## src/rtl/qlf_k6n10_scan_pkg.sv

```systemverilog
// Shared types and sizing for the scff chain loader and its serializer.
package qlf_k6n10_scan_pkg;

  localparam int WORD_W_DEF = 32;
  localparam int CNT_W      = $clog2(4096) + 1;

  typedef enum logic [1:0] {
    ST_IDLE,
    ST_WAIT,
    ST_SHIFT,
    ST_DONE
  } state_t;

  // Bits to take from a freshly accepted word: a short final word only uses its top bits.
  function automatic logic [CNT_W-1:0] min_bits(input logic [CNT_W-1:0] remain, input int word_w);
    if (remain < CNT_W'(word_w)) return remain;
    return CNT_W'(word_w);
  endfunction

endpackage

```

## src/rtl/scan_shift_word.sv

```systemverilog
// Serializer (MSB first onto scan_d) and readback capture of the chain tail.
module scan_shift_word
  import qlf_k6n10_scan_pkg::*;
#(
  parameter int WORD_W = WORD_W_DEF
) (
  input  logic              clk,
  input  logic              rst_n,
  input  logic              load,
  input  logic [WORD_W-1:0] word_in,
  input  logic              shift,
  input  logic              last,
  input  logic              scan_q,
  output logic              scan_d,
  output logic [WORD_W-1:0] rb_word,
  output logic              rb_valid
);
  localparam int CW = (WORD_W > 1) ? $clog2(WORD_W) : 1;

  logic [WORD_W-1:0] sreg;
  logic [WORD_W-1:0] cap;
  logic [CW-1:0]     cap_cnt;
  logic              word_full;

  // Gated so the chain head sees 0 whenever it is not shifting.
  assign scan_d    = shift & sreg[WORD_W-1];
  assign word_full = (cap_cnt == CW'(WORD_W - 1));

  always_ff @(posedge clk or negedge rst_n) begin
    if (!rst_n) begin
      sreg     <= '0;
      cap      <= '0;
      cap_cnt  <= '0;
      rb_word  <= '0;
      rb_valid <= 1'b0;
    end else begin
      rb_valid <= 1'b0;
      if (load) sreg <= word_in;
      else if (shift) sreg <= sreg << 1;
      if (shift) begin
        if (word_full || last) begin
          rb_word  <= {cap[WORD_W-2:0], scan_q};
          rb_valid <= 1'b1;
          cap      <= '0;
          cap_cnt  <= '0;
        end else begin
          cap     <= {cap[WORD_W-2:0], scan_q};
          cap_cnt <= cap_cnt + CW'(1);
        end
      end
    end
  end

endmodule

```

## src/rtl/scff_chain_loader.sv

```systemverilog
// Loads a CHAIN_LEN-bit scff scan chain from a stream of words and captures readback.
//   state    | meaning
//   ST_IDLE  | waiting for start
//   ST_WAIT  | no word held, chain paused, word_ready high
//   ST_SHIFT | word held, one chain shift per cycle
//   ST_DONE  | single-cycle done pulse, then IDLE
module scff_chain_loader
  import qlf_k6n10_scan_pkg::*;
#(
  parameter int CHAIN_LEN = 64,
  parameter int WORD_W    = WORD_W_DEF
) (
  input  logic              clk,
  input  logic              rst_n,
  input  logic              start,
  input  logic [WORD_W-1:0] word_in,
  input  logic              word_valid,
  output logic              word_ready,
  output logic              scan_en,
  output logic              scan_d,
  input  logic              scan_q,
  output logic [WORD_W-1:0] rb_word,
  output logic              rb_valid,
  output logic              busy,
  output logic              done
);
  state_t           state, state_nx;
  logic [CNT_W-1:0] total_cnt;
  logic [CNT_W-1:0] bits_left;
  logic [CNT_W-1:0] remain;
  logic             load;
  logic             last;

  assign busy   = (state != ST_IDLE);
  assign last   = scan_en && (total_cnt == CNT_W'(1));
  assign remain = scan_en ? (total_cnt - CNT_W'(1)) : total_cnt;

  always_comb begin
    state_nx   = state;
    word_ready = 1'b0;
    scan_en    = 1'b0;
    done       = 1'b0;
    load       = 1'b0;
    unique case (state)
      ST_IDLE: if (start) state_nx = ST_WAIT;
      ST_WAIT: begin
        word_ready = 1'b1;
        if (word_valid) begin
          load     = 1'b1;
          state_nx = ST_SHIFT;
        end
      end
      ST_SHIFT: begin
        scan_en = 1'b1;
        if (total_cnt == CNT_W'(1)) begin
          state_nx = ST_DONE;
        end else if (bits_left == CNT_W'(1)) begin
          // Accept the next word while the last bit leaves, so there is no bubble.
          word_ready = 1'b1;
          if (word_valid) load = 1'b1;
          else state_nx = ST_WAIT;
        end
      end
      ST_DONE: begin
        done     = 1'b1;
        state_nx = ST_IDLE;
      end
      default: state_nx = ST_IDLE;
    endcase
  end

  always_ff @(posedge clk or negedge rst_n) begin
    if (!rst_n) begin
      state     <= ST_IDLE;
      total_cnt <= '0;
      bits_left <= '0;
    end else begin
      state <= state_nx;
      if (state == ST_IDLE && start) total_cnt <= CNT_W'(CHAIN_LEN);
      else if (scan_en) total_cnt <= total_cnt - CNT_W'(1);
      if (load) bits_left <= min_bits(remain, WORD_W);
      else if (scan_en) bits_left <= bits_left - CNT_W'(1);
    end
  end

  scan_shift_word #(.WORD_W(WORD_W)) u_shift (
    .clk      (clk),
    .rst_n    (rst_n),
    .load     (load),
    .word_in  (word_in),
    .shift    (scan_en),
    .last     (last),
    .scan_q   (scan_q),
    .scan_d   (scan_d),
    .rb_word  (rb_word),
    .rb_valid (rb_valid)
  );

endmodule

```

## config.mk

```make
export PLATFORM = sky130hd
export DESIGN_NAME = scff_chain_loader
export DESIGN_NICKNAME = d
export VERILOG_FILES = /design/src/rtl/qlf_k6n10_scan_pkg.sv /design/src/rtl/scan_shift_word.sv /design/src/rtl/scff_chain_loader.sv
export SDC_FILE = /design/constraint.sdc
export NUM_CORES = 1
export LEC_CHECK = 0
export ABC_CLOCK_PERIOD_IN_PS = 3100
export CORE_MARGIN = 2
export CORE_UTILIZATION = 55
export CTS_CLUSTER_DIAMETER = 120
export DETAILED_ROUTE_END_ITERATION = 10
export GPL_TIMING_DRIVEN = 1
export MAX_ROUTING_LAYER = met4
export PLACE_DENSITY = 0.8
export SYNTH_ARGS = -nofsm -noshare
export SYNTH_HDL_FRONTEND = slang
export SYNTH_SLANG_ARGS = --single-unit
```

## constraint.sdc

```tcl
create_clock -name clk -period 3.1 [get_ports clk]
set_clock_uncertainty 0.1 [all_clocks]
set_input_delay 0.31 -clock clk [delete_from_list [all_inputs] [get_ports clk]]
set_output_delay 0.31 -clock clk [all_outputs]
set_load 0.01 [all_outputs]
```

==> reports/qor.yml <==
synth_top_area_frac: 0.5712
dr.pass1.iters: 5
num_rows: 37
ys_warn_count: 0
grt.overflow.total: 0
vias_per_cell: 5.425
fin_crit_ps: 2922
die_h_um: 105.4
clkTransAtPathRegs_ps: 60
critPathLaunchType: "flop"
crit_type: "reg2out"
worstPathMaxFanout: 6
power_leakage_nw: 3.165
setup_viol: 0
initial_utilization: 0.5574
postSynthCellCount: 507
grt_antenna_before_repair: 0
post-route-period-util: 0.9427
rsz0062_at_grt: "no"
synth-seq-cells: 129
drive_gt1_frac: 0.1366
cp_slowest_cell: "clkdlybuf4s50_1"
synthToLayoutAreaGrowth_pct: 27.10
relSlewSlack: 0.4822
r2r_start: "state[0]$_DFFE_PN0P_"
finalHoldViolCount: 0
n_antenna_cell: 0
async_flop_share: 1.000
vdd_drop_max_uv: 363.3
tns_ps: 0
synth-seq-area-share: 0.5712
crit_path_end_kind: "output pin"
drt_iter0_drc: 213
hold_class: "in2reg"
grt_usage: 0.2327
final_util: 0.7085
clock-sinks: 129
crit_start: "total_cnt[0]$_DFF_PN0_"
antenna_left: 0
p_per_area_mw_per_mm2: 957.5
core_sq_mm: 0.01014
synth_area_per_cell_sq_um: 11.15
grt_pass1_vias: 4149
ff_latch_area_sq_mm: 0.003228
syn-num-nets: 555
synth_cell_type_count: 44
die_area_sq_mm: 0.01110
netlist_top_cells_count: "129 x dfrtp_1, 53 x nand2_1, 41 x inv_1"
ff2ff_setup_slack_ps: 370
synthesis.area_sq_mm: 0.005652
status: "complete, no violations"
grt_pass1_wl_um: 19800
wl_per_cell_um: 15.96
reg2reg_to: "bits_left[0]$_DFFE_PN0P_"
cts_tree: "done"
drc: 0
fmax_mhz: 342.2
worst_slew_pin_slew_ps: 776.8
h-tree-depth: 4
synth.most_common_cell: "dfrtp_1"
cap_violations: 0
routed_wl_um: 11630
required_ps: 2690
die_width_um: 105.4
slew_violations: 0
port_buffers: 74
cts_setup_buffers: 0
clk_latency_ps: 520
synth_edf_count: 0
cp.arrival_ps: 2510
cts.path.max_buffers: 2
clockRootBuffer: "clkbuf_8"
fillers: 689
pin_count: 75
cp_slowest_stage_delay_ps: 590
gp_congestion: 0.8335
post-dp-hpwl_um: 6982
grt_max_degree: 69
holdWs_ps: 234.0
synth-main-ff-cell: "dfrtp_1"
synth.area.top_cells: "dfrtp_1 57%, mux2_2 6.4%, mux2i_1 5.7%, nand2_1 3.5%, o22ai_1 3.3%"
synth_area_leader_cell: "dfrtp_1"
fin_nets: 629
num_vias: 3955
cts_buffers: 17
worstSetupEndpoint: "word_ready"
multi_input_area_sq_mm: 0.002165
reg2reg_depth: 8
crit_chain: "ha_1 -> nor4b_1 -> and3_1 -> o31ai_4 -> clkdlybuf4s50_1"
==> cells in the final DEF, fill, tap and decap left out, types with 3 or more instances in the layout <==
cell,Yosys,layout
a21oi_1,7,7
buf_12,0,3
buf_4,4,6
bufinv_16,0,4
clkbuf_16,0,16
clkdlybuf4s50_1,0,73
clkinv_4,0,3
dfrtp_1,129,129
ha_1,11,10
inv_1,41,41
mux2_2,32,32
mux2i_1,32,32
nand2_1,53,53
nand2b_1,3,3
nand3_1,4,4
nor2_1,27,27
nor3_1,6,6
nor3b_1,3,3
nor4_1,5,4
o21ai_0,10,10
o21ai_1,31,31
o22ai_1,30,30
o31ai_1,4,4
or3_1,4,4
xnor2_1,7,7
xor2_1,15,15
==> per-layer routing <==
metal	global-route usage	up-vias	routed length, um
met4	0.09619	0	286
li1	-	1887	-
met5	-	-	0
met2	0.3756	97	5864
met3	0.05504	33	473
met1	0.2832	1938	5008
==> worst max-delay path: cells and delay by family, from the launching register on <==
kind	cells	cell delay (ps)
DFF	1	450
and+or+nand+nor	2	420
buffers and inverters	1	590
AOI/OAI and AO/OA	1	310
adders and majority gates	1	220
==> flip-flops by register name, summed over array words and instances (netlist names) <==
register,flops
bits_left,13
state,2
total_cnt,13
u_shift.cap,31
u_shift.cap_cnt,5
u_shift.rb_valid,1
u_shift.rb_word,32
u_shift.sreg,32
==> timing repair <==
action | 4_1_cts | 5_1_grt
endpoints found under the hold margin | 61 | 0
hold buffers | 1 | 0
endpoints found under the setup margin | 0 | 1
resized for setup | 0 | 2
==> through the flow <==
| step | area (sq um) | total power [mW] | std cells | setup slack (ps) |
|---|---|---|---|---|
| 2_1_floorplan | 5652 | 4.064 | 507 | 678.3 |
| 3_3_place_gp | 6538 | 4.585 | 697 | 584.0 |
| 3_5_place_dp | 6538 | 4.711 | 697 | 414.7 |
| 4_1_cts | 7168 | 6.893 | 729 | 108.8 |
| 5_1_grt | 7183 | 7.301 | 729 | 77.51 |
| 6_report | 7183 | 6.878 | 729 | 177.7 |
==> worst min-delay path by stage <==
stage | start | endpoint | slack (ps) | depth (start not counted)
2_1_floorplan | rst_n | bits_left[0]$_DFFE_PN0P_ | -90 | 0
3_3_place_gp | rst_n | bits_left[9]$_DFFE_PN0P_ | 340 | 1
3_5_place_dp | rst_n | bits_left[9]$_DFFE_PN0P_ | 340 | 1
4_1_cts | word_in[16] | u_shift.sreg[16]$_DFFE_PN0P_ | 220 | 3
5_1_grt | word_in[22] | u_shift.sreg[22]$_DFFE_PN0P_ | 230 | 3
6_report | word_in[16] | u_shift.sreg[16]$_DFFE_PN0P_ | 230 | 3
==> power by group <==
| part | leakage [nW] | internal, mW | switching [mW] |
|---|---|---|---|
| logic | 1.17 | 0.969 | 1.20 |
| registers | 1.70 | 2.22 | 0.399 |
| clock network | 0.299 | 1.32 | 0.773 |
==> logic make-up (layout without fill, tap and decap cells) <==
kind of cell               after synthesis  count (layout)  share of synthesized area
DFF                                    129             129                     0.5712
and+or+nand+nor                        123             123                     0.1045
AOI/OAI and AO/OA                       89              89                    0.09453
buffers and inverters                   69             155                    0.05092
muxes                                   64              64                     0.1204
xor gates and xnor gates                22              22                    0.03409
adders and majority gates               11              11                    0.02435
==> layout make-up <==
| cell class | count | share of cell area |
|---|---|---|
| sequential | 129 | 0.4494 |
| multi-input combinational | 309 | 0.3013 |
| timing repair buffer | 83 | 0.1177 |
| clock buffer | 17 | 0.05766 |
| clock inverter | 14 | 0.02874 |
| tap | 136 | 0.02369 |
| inverter | 41 | 0.02142 |
Power figures use the tool's default switching activity.
